$ cat src/rtl/cpu_trace_pkg.sv
// Shared types and helpers for the CPU writeback trace buffer.
// The record width grows by TS_W when TRACE_TIMESTAMP_EN is defined.
package cpu_trace_pkg;

  typedef enum logic [1:0] {
    IDLE  = 2'd0,
    ARMED = 2'd1,
    POST  = 2'd2,
    DONE  = 2'd3
  } trace_state_e;

  function automatic int trace_rec_w(input int pc_w, input int data_w, input int ra_w,
                                     input int ts_w, input bit ts_en);
    return 1 + ra_w + data_w + pc_w + (ts_en ? ts_w : 0);
  endfunction

endpackage

$ cat src/rtl/trace_ram.sv
// DEPTH x REC_W trace storage: synchronous write, asynchronous read.
module trace_ram #(
  parameter int DEPTH = 8,
  parameter int REC_W = 20,
  parameter int AW    = $clog2(DEPTH)
) (
  input  logic             clk,
  input  logic             we_i,
  input  logic [AW-1:0]    waddr_i,
  input  logic [REC_W-1:0] wdata_i,
  input  logic [AW-1:0]    raddr_i,
  output logic [REC_W-1:0] rdata_o
);

  logic [REC_W-1:0] mem_q [DEPTH];

  // NOTE: storage has no reset; occupancy is tracked by the pointers and count,
  // so stale contents are never presented and a reset would only cost area.
  always_ff @(posedge clk) begin
    if (we_i) mem_q[waddr_i] <= wdata_i;
  end

  assign rdata_o = mem_q[raddr_i];

endmodule

$ cat src/rtl/cpu_trace_buffer.sv
// Circular trace of register-file writebacks: captures until a PC trigger plus
// post_cnt events, then drains oldest-first. Optional macro: TRACE_TIMESTAMP_EN.
module cpu_trace_buffer
  import cpu_trace_pkg::*;
#(
  parameter int PC_W   = 8,
  parameter int DATA_W = 8,
  parameter int RA_W   = 3,
  parameter int DEPTH  = 8,
  parameter int CNT_W  = $clog2(DEPTH) + 1,
  parameter int TS_W   = 16,
`ifdef TRACE_TIMESTAMP_EN
  localparam bit TS_EN = 1'b1,
`else
  localparam bit TS_EN = 1'b0,
`endif
  localparam int REC_W = trace_rec_w(PC_W, DATA_W, RA_W, TS_W, TS_EN)
) (
  input  logic              clk,
  input  logic              reset,
  input  logic              arm,
  input  logic [PC_W-1:0]   trig_pc,
  input  logic [CNT_W-1:0]  post_cnt,
  input  logic              ev_valid,
  input  logic [PC_W-1:0]   ev_pc,
  input  logic              ev_rf_we,
  input  logic [RA_W-1:0]   ev_rf_addr,
  input  logic [DATA_W-1:0] ev_rf_data,
  output logic              rd_valid,
  input  logic              rd_ready,
  output logic [REC_W-1:0]  rd_data,
  output logic [1:0]        state,
  output logic [CNT_W-1:0]  count,
  output logic              wrapped
);

  localparam int AW = $clog2(DEPTH);
  localparam logic [CNT_W-1:0] FULL_C     = CNT_W'(DEPTH);
  localparam logic [CNT_W-1:0] MAX_POST_C = CNT_W'(DEPTH - 1);
  localparam logic [CNT_W-1:0] ONE_C      = CNT_W'(1);

  trace_state_e     state_q, state_d;
  logic [AW-1:0]    wr_ptr_q, wr_ptr_d;
  logic [AW-1:0]    rd_ptr_q, rd_ptr_d;
  logic [CNT_W-1:0] count_q, count_d;
  logic [CNT_W-1:0] rem_q, rem_d;
  logic             wrapped_q, wrapped_d;

  logic             capture;
  logic             pop;
  logic [REC_W-1:0] wr_rec;
  logic [REC_W-1:0] ram_rdata;

`ifdef TRACE_TIMESTAMP_EN
  // Free-running cycle stamp; only reset clears it so stamps stay comparable across arms.
  logic [TS_W-1:0] ts_q;

  always_ff @(posedge clk) begin
    if (!reset) ts_q <= '0;
    else        ts_q <= ts_q + 1'b1;
  end

  assign wr_rec = {ts_q, ev_rf_we, ev_rf_addr, ev_rf_data, ev_pc};
`else
  assign wr_rec = {ev_rf_we, ev_rf_addr, ev_rf_data, ev_pc};
`endif

  assign capture  = !arm && ev_valid && (state_q == ARMED || state_q == POST);
  assign rd_valid = (state_q == DONE) && (count_q != '0);
  assign pop      = rd_valid && rd_ready;

  // NOTE: every variable gets its hold value first so no path leaves one
  // unassigned, which would otherwise infer a latch.
  always_comb begin
    state_d   = state_q;
    wr_ptr_d  = wr_ptr_q;
    rd_ptr_d  = rd_ptr_q;
    count_d   = count_q;
    rem_d     = rem_q;
    wrapped_d = wrapped_q;

    if (arm) begin
      state_d   = ARMED;
      wr_ptr_d  = '0;
      rd_ptr_d  = '0;
      count_d   = '0;
      rem_d     = '0;
      wrapped_d = 1'b0;
    end else begin
      case (state_q)
        ARMED, POST: begin
          if (capture) begin
            wr_ptr_d = wr_ptr_q + 1'b1;
            if (count_q == FULL_C) begin
              rd_ptr_d  = rd_ptr_q + 1'b1;
              wrapped_d = 1'b1;
            end else begin
              count_d = count_q + 1'b1;
            end

            if (state_q == ARMED) begin
              if (ev_pc == trig_pc) begin
                rem_d   = (post_cnt > MAX_POST_C) ? MAX_POST_C : post_cnt;
                state_d = (rem_d == '0) ? DONE : POST;
              end
            end else begin
              rem_d = rem_q - 1'b1;
              if (rem_q == ONE_C) state_d = DONE;
            end
          end
        end
        DONE: begin
          if (pop) begin
            rd_ptr_d = rd_ptr_q + 1'b1;
            count_d  = count_q - 1'b1;
            if (count_q == ONE_C) state_d = IDLE;
          end
        end
        default: ;
      endcase
    end
  end

  // NOTE: sequential state uses non-blocking assignments so every register
  // samples the pre-edge values regardless of statement order.
  always_ff @(posedge clk) begin
    if (!reset) begin
      state_q   <= IDLE;
      wr_ptr_q  <= '0;
      rd_ptr_q  <= '0;
      count_q   <= '0;
      rem_q     <= '0;
      wrapped_q <= 1'b0;
    end else begin
      state_q   <= state_d;
      wr_ptr_q  <= wr_ptr_d;
      rd_ptr_q  <= rd_ptr_d;
      count_q   <= count_d;
      rem_q     <= rem_d;
      wrapped_q <= wrapped_d;
    end
  end

  trace_ram #(
    .DEPTH (DEPTH),
    .REC_W (REC_W),
    .AW    (AW)
  ) u_ram (
    .clk     (clk),
    .we_i    (capture),
    .waddr_i (wr_ptr_q),
    .wdata_i (wr_rec),
    .raddr_i (rd_ptr_q),
    .rdata_o (ram_rdata)
  );

  // Gated so the port reads zero whenever nothing is offered.
  assign rd_data = rd_valid ? ram_rdata : '0;
  assign state   = state_q;
  assign count   = count_q;
  assign wrapped = wrapped_q;

endmodule

$ cat config.mk
export PLATFORM = sky130hd
export DESIGN_NAME = cpu_trace_buffer
export DESIGN_NICKNAME = d
export VERILOG_FILES = /design/src/rtl/cpu_trace_pkg.sv /design/src/rtl/trace_ram.sv /design/src/rtl/cpu_trace_buffer.sv
export SDC_FILE = /design/constraint.sdc
export NUM_CORES = 1
export LEC_CHECK = 0
export CORE_MARGIN = 2
export CORE_UTILIZATION = 50
export CTS_CLUSTER_DIAMETER = 60
export DETAILED_ROUTE_END_ITERATION = 10
export GPL_ROUTABILITY_DRIVEN = 0
export PLACE_DENSITY = 0.71
export SYNTH_ARGS = -nofsm -noshare
export SYNTH_HDL_FRONTEND = slang
export SYNTH_SLANG_ARGS = --single-unit
$ cat constraint.sdc
create_clock -name clk -period 4.13 [get_ports clk]
set_input_delay 0.6195 -clock clk [delete_from_list [all_inputs] [get_ports clk]]
set_output_delay 0.6195 -clock clk [all_outputs]
set_load 0.02 [all_outputs]
==> results_tabular.tex, run 1 <==
\begin{tabular}{lr}
\hline
Metric & Value \\
\hline
\multicolumn{2}{l}{\textbf{Drt}} \\
Total wire length after detailed routing & 13600 um \\
Post-route DRC & 0 \\
Detailed Routing Iterations Pass 1 & 4 \\
Vias/cell & 5.63 \\
Vias & 3888 \\
Detailed-route wire length per cell & 19.8 um \\
Starting DRC count in detailed routing & 329 \\
Remaining antenna violation count & 0 \\
\multicolumn{2}{l}{\textbf{Synthesis}} \\
Fraction of synthesized cell area taken by the top area cell type & 65.4\% \\
Post-Synthesis Mean Instance Area & 17.8 sq um \\
Sequential area share after synthesis & 70.9\% \\
Synth async-reset ratio & 0\% \\
Most common library cells after synthesis & edfxtp\_1, mux4\_2, nor2\_1 \\
Flop and latch count out of synthesis & 180 \\
Top cells by area in the synthesized netlist & edfxtp\_1, mux4\_2, dfxtp\_1 \\
Number of distinct library cells after synthesis & 44 \\
Net count of the mapped netlist & 459 \\
Library cell with the highest instance count after synthesis & edfxtp\_1 \\
Post-synth top area cell & edfxtp\_1 \\
Yosys warning count & 0 \\
Synth Flop Type & edfxtp\_1 \\
EDFF count, synth & 160 \\
Summed instance area of the synthesized netlist & 7340 sq um \\
Number of cells produced by synthesis & 413 \\
\multicolumn{2}{l}{\textbf{Timing}} \\
Count of endpoints failing hold in the final timing report & 0 \\
Portion of the clock cycle consumed by the worst path in the final layout & 80.5\% \\
Maximum operating frequency & 301 MHz \\
Count of endpoints failing setup in the final report & 0 \\
RSZ-0062 raised after global routing & no \\
Crit path time final & 3.33 ns \\
Rel. slew slack & 48.0\% \\
Sum of negative setup slack & 0 ns \\
Final worst clock skew & 0.00939 ns \\
Transition time at the pin with the least slew margin & 0.780 ns \\
Final slew viol count & 0 \\
\multicolumn{2}{l}{\textbf{Worst setup path}} \\
Worst path bufs/invs & 3 \\
Stages on worst setup path & 7 \\
End of the critical path & rd\_data[1] \\
CP Class & register to primary output \\
Critical-path cell with the highest stage delay & clkdlybuf4s50\_1 \\
Delay of the slowest critical-path stage & 0.55 ns \\
Startpoint of the lowest-slack register-to-register path & state[1] \\
Reg-to-reg slack, setup & 1.63 ns \\
Largest delay contributor family on the critical path & buffers and inverters \\
Crit path arrival time & 2.71 ns \\
Worst Path Max Fanout & 21 \\
Critical Path Start & count[0] \\
Crit end category & primary output \\
Number of cells on the worst reg-to-reg path & 7 \\
Startpoint class of the critical path & register \\
Crit-path cells & inv\_1, ha\_1, or3b\_2, nand2\_1, buf\_4, nor2\_1, clkdlybuf4s50\_1 \\
Crit path required time & 3.51 ns \\
\multicolumn{2}{l}{\textbf{Die}} \\
DIE AREA & 15700 sq um \\
Die outline width & 125 um \\
Ports placed on the boundary & 65 \\
Starting Density & 50.9\% \\
Die Height & 125 um \\
Number of cell rows & 44 \\
Core outline area & 14400 sq um \\
\multicolumn{2}{l}{\textbf{Final layout}} \\
Fill cell instance count of the final layout & 1052 \\
Share of layout cells above drive strength 1 & 20.2\% \\
Post-synthesis to final-layout area growth & 20.9\% \\
Net count reported at finish & 539 \\
Number of diodes & 0 \\
Final non-filler cell area & 8880 sq um \\
\multicolumn{2}{l}{\textbf{Place}} \\
Total of buffers placed on input and output ports & 64 \\
Placed Instance Area & 8310 sq um \\
Estimated wirelength of the detail-placed design & 8320 um \\
\multicolumn{2}{l}{\textbf{Clocking}} \\
Deepest level of the CTS H-tree & 4 \\
Clk sink count & 180 \\
Post-cts resize count & 0 \\
Number of post-CTS setup repair buffers & 0 \\
Number of hold buffers added after CTS & 0 \\
CTS clock-pin slew for the worst setup and hold paths & 0.07 ns \\
Clock tree from TritonCTS & built \\
Later-pin clock latency in the skew report & 0.42 ns \\
Number of clock buffers inserted by TritonCTS & 17 \\
Maximum clock path buffer count & 2 \\
Root cell of the clock tree & clkbuf\_16 \\
\multicolumn{2}{l}{\textbf{Global route}} \\
Total GRT Usage & 18.2\% \\
Number of global-route vias before repair & 4040 \\
Global-route wire length before repair & 21500 um \\
Largest net degree at the start of global routing & 35 \\
Aggregate global routing overflow & 0 \\
Initial antenna violation count & 0 \\
\multicolumn{2}{l}{\textbf{Run}} \\
Max Cap Violations & 0 \\
\multicolumn{2}{l}{\textbf{Min path}} \\
Number of cells on the worst hold path & 2 \\
Min-delay worst type & register to register \\
\multicolumn{2}{l}{\textbf{Power and ir drop}} \\
Leakage power figure & 2.73 nW \\
Max IR drop VDD & 0.000233 V \\
Power per unit of standard cell area & 413 nW/um\^{}2 \\
\multicolumn{2}{l}{\textbf{Run status}} \\
Outcome & finished clean \\
\hline
\end{tabular}
-- cells by family (layout without fill, tap and decap cells) --
| family | count (synthesis) | after routing | synth area share (%) |
|---|---|---|---|
| compound gates | 32 | 32 | 3.13 |
| xor+xnor | 13 | 13 | 1.55 |
| fa+ha+maj | 9 | 9 | 1.53 |
| buf+inv | 26 | 119 | 1.47 |
| flops | 180 | 180 | 70.9 |
| mux | 63 | 63 | 15.4 |
| simple gates | 90 | 90 | 6.05 |
-- how the worst min path moves through the flow --
stage	to	slack (ns)	from
floorplan	rem_q[3]	0.48	rem_q[3]
global placement	wrapped	0.46	wrapped
detailed placement	wrapped	0.47	wrapped
CTS	wrapped	0.49	wrapped
global route	wrapped	0.52	wrapped
finish	wrapped	0.49	wrapped
-- final cells by class --
cell class	instances	area (sq um)	share of cell area [%]
clock inverters	13	135	1.52
inverters	8	30.0	0.338
multi-input cells	207	2070	23.3
repair buffers	79	778	8.77
well taps	184	230	2.59
flip-flops and latches	180	5210	58.6
clock buffers	19	433	4.88
-- placed cells by master, fill, tap and decap left out, types with 5 or more instances in the layout --
cell type        instances
nor3_1                   6
buf_4                   13
or3_1                    5
inv_1                    8
dfxtp_1                 19
a21oi_1                  9
clkbuf_16               17
mux2i_1                 23
mux4_2                  40
edfxtp_1               160
xnor2_1                 10
clkdlybuf4s50_1         64
nor2_1                  37
nand2_1                 13
ha_1                     9
nor3_2                   5
nand2b_1                 5
-- metal layers --
layer	vias to the layer above	track usage [%]	routed length (um)
met1	1966	23.3	5730
met3	14	3.89	638
li1	1796	-	-
met5	-	0	0
met2	112	31.2	7140
met4	0	6.21	133
-- where the power goes --
part | internal (mW) | total, mW | switching [mW]
registers | 1.99 | 2.00 | 0.00600
logic | 0.0687 | 0.148 | 0.0798
clock network | 0.888 | 1.52 | 0.632
total | 2.95 | 3.67 | 0.718
-- registers in the layout, indices dropped and copies added (netlist names), named ones only --
signal       count
u_ram.mem_q    160
rd_ptr_q         3
state            2
wrapped          1
wr_ptr_q         3
count            4
rem_q            4
-- worst register-to-register path, cell delays in order, from the launching register on --
cell,delay (ns)
dfxtp_1,0.35
inv_1,0.07
ha_1,0.34
or3b_1,0.69
nand2_1,0.16
a41oi_1,0.24
or3_1,0.40
a21oi_1,0.17
-- per-stage QoR --
step,hold slack (ns),cells,utilization [%],total power [mW],setup slack [ns]
floorplan,0.477,413,-,2.10,0.196
global placement,0.461,658,57.6,2.18,1.25
detailed placement,0.469,658,57.6,2.18,1.22
CTS,0.491,690,61.6,3.70,0.771
global route,0.520,690,61.6,3.77,0.624
finish,0.490,690,61.6,3.67,0.803
(Power assumes the default switching activity.)
==> run 2: changes to the inputs <==
==> constraint.sdc (replaced) <==
create_clock -name clk -period 3.4 [get_ports clk]
set_input_delay 0.51 -clock clk [delete_from_list [all_inputs] [get_ports clk]]
set_output_delay 0.51 -clock clk [all_outputs]
set_load 0.02 [all_outputs]
==> results_tabular.tex, run 2 (synthesis gave the netlist of run 1 again) <==
\begin{tabular}{lr}
\hline
Metric & Value \\
\hline
\multicolumn{2}{l}{\textbf{Run status}} \\
Outcome & finished clean \\
\multicolumn{2}{l}{\textbf{Clocking}} \\
CTS clock-pin slew for the worst setup and hold paths & 0.06 ns \\
Number of post-CTS setup repair buffers & 0 \\
Maximum clock path buffer count & 2 \\
Deepest level of the CTS H-tree & 4 \\
Clock tree from TritonCTS & built \\
Clk sink count & 180 \\
Root cell of the clock tree & clkbuf\_16 \\
Number of clock buffers inserted by TritonCTS & 17 \\
Number of hold buffers added after CTS & 0 \\
Later-pin clock latency in the skew report & 0.43 ns \\
Post-cts resize count & 0 \\
\multicolumn{2}{l}{\textbf{Drt}} \\
Detailed-route wire length per cell & 20.6 um \\
Remaining antenna violation count & 0 \\
Post-route DRC & 0 \\
Detailed Routing Iterations Pass 1 & 4 \\
Total wire length after detailed routing & 14200 um \\
Vias & 3905 \\
Vias/cell & 5.66 \\
Starting DRC count in detailed routing & 305 \\
\multicolumn{2}{l}{\textbf{Final layout}} \\
Fill cell instance count of the final layout & 1042 \\
Biggest register & u\_ram.mem\_q \\
Leading cell type in the layout, fill and taps excluded & edfxtp\_1 \\
Number of flip-flops in the largest register & 160 \\
Share of layout cells above drive strength 1 & 19.4\% \\
Net count reported at finish & 539 \\
Number of diodes & 0 \\
Commonest non-fill, non-tap cells in the layout & edfxtp\_1, clkdlybuf4s50\_1, mux4\_2 \\
Final non-filler cell area & 8880 sq um \\
Post-synthesis to final-layout area growth & 20.9\% \\
Util after Layout & 61.6\% \\
\multicolumn{2}{l}{\textbf{Worst setup path}} \\
Crit path arrival time & 2.70 ns \\
Crit path required time & 2.89 ns \\
Worst path bufs/invs & 3 \\
Worst Path Max Fanout & 21 \\
Critical-path cell with the highest stage delay & clkdlybuf4s50\_1 \\
CP Class & register to primary output \\
Crit end category & primary output \\
Startpoint class of the critical path & register \\
Crit-path cells & inv\_1, ha\_1, or3b\_2, nand2\_1, buf\_4, nor2\_1, clkdlybuf4s50\_1 \\
Stages on worst setup path & 7 \\
Largest delay contributor family on the critical path & buffers and inverters \\
Delay of the slowest critical-path stage & 0.56 ns \\
Number of cells on the worst reg-to-reg path & 7 \\
\multicolumn{2}{l}{\textbf{Run}} \\
Max Cap Violations & 0 \\
\multicolumn{2}{l}{\textbf{Timing}} \\
Final slew viol count & 0 \\
Final worst clock skew & 0.00979 ns \\
Sum of negative setup slack & 0 ns \\
Crit path time final & 3.21 ns \\
Transition time at the pin with the least slew margin & 0.757 ns \\
Rel. slew slack & 49.6\% \\
Count of endpoints failing hold in the final timing report & 0 \\
Portion of the clock cycle consumed by the worst path in the final layout & 94.5\% \\
RSZ-0062 raised after global routing & no \\
Maximum operating frequency & 311 MHz \\
Count of endpoints failing setup in the final report & 0 \\
\multicolumn{2}{l}{\textbf{Place}} \\
Estimated wirelength of the detail-placed design & 8300 um \\
Placed Instance Area & 8330 sq um \\
Total of buffers placed on input and output ports & 64 \\
\multicolumn{2}{l}{\textbf{Global route}} \\
Number of global-route vias before repair & 4115 \\
Global-route wire length before repair & 22700 um \\
Initial antenna violation count & 0 \\
Largest net degree at the start of global routing & 41 \\
Aggregate global routing overflow & 0 \\
Total GRT Usage & 19.4\% \\
\multicolumn{2}{l}{\textbf{Power and ir drop}} \\
Max IR drop VDD & 0.000388 V \\
Leakage power figure & 2.73 nW \\
Total design power & 4.45 mW \\
Power per unit of standard cell area & 501 nW/um\^{}2 \\
\multicolumn{2}{l}{\textbf{Die}} \\
Number of cell rows & 44 \\
Core outline area & 14400 sq um \\
Starting Density & 50.9\% \\
Die Height & 125 um \\
Die outline width & 125 um \\
DIE AREA & 15700 sq um \\
Ports placed on the boundary & 65 \\
\multicolumn{2}{l}{\textbf{Min path}} \\
Min-delay worst type & register to register \\
Number of cells on the worst hold path & 2 \\
\hline
\end{tabular}
run 2: changes by cell type in the layout (fill, tap and decap cells not counted), sizes merged:
cell,change
clkinv,+2
inv,-1
clkinvlp,-1
run 2: area by class of cell:
cell class,count,area [sq um],share of cell area (%)
clock buffer,19,433,4.87
clock inverter,13,116,1.31
inverter,8,30.0,0.338
sequential,180,5210,58.6
timing repair buffer,79,791,8.90
multi-input combinational,207,2070,23.4
tap,184,230,2.59
run 2: tightest hold or removal path, stage by stage, from the launching register on:
cell and delay [ns]:
dfxtp_1 0.33, a31oi_1 0.05, nor2_1 0.08
run 2: metal layers:
metal	vias to the layer above	GRT usage [%]	routed length (um)
li1	1798	-	-
met1	1967	24.7	5890
met2	123	32.7	7350
met3	17	4.45	749
met4	0	7.39	223
met5	-	0	0
run 2: worst paths after layout:
check	end	startpoint	slack, ns
setup / recovery	rd_data[11]	count[0]	0.19
hold / removal	wrapped	wrapped	0.49
setup reg to reg	register	state[1]	0.87
hold reg to reg	wrapped	wrapped	0.49
run 2: metrics by stage:
step | setup WS [ns] | hold WS, ns | std cells
global placement | 0.702 | 0.460 | 658
global route | 0.0254 | 0.538 | 690
finish | 0.188 | 0.492 | 690
floorplan | -0.00208 | 0.477 | 413
CTS | 0.166 | 0.500 | 690
detailed placement | 0.596 | 0.470 | 658
run 2: where the power goes:
part / switching [mW] / internal, mW
sequential: 0.00736 / 2.42
combinational: 0.0986 / 0.0837
clock: 0.773 / 1.06
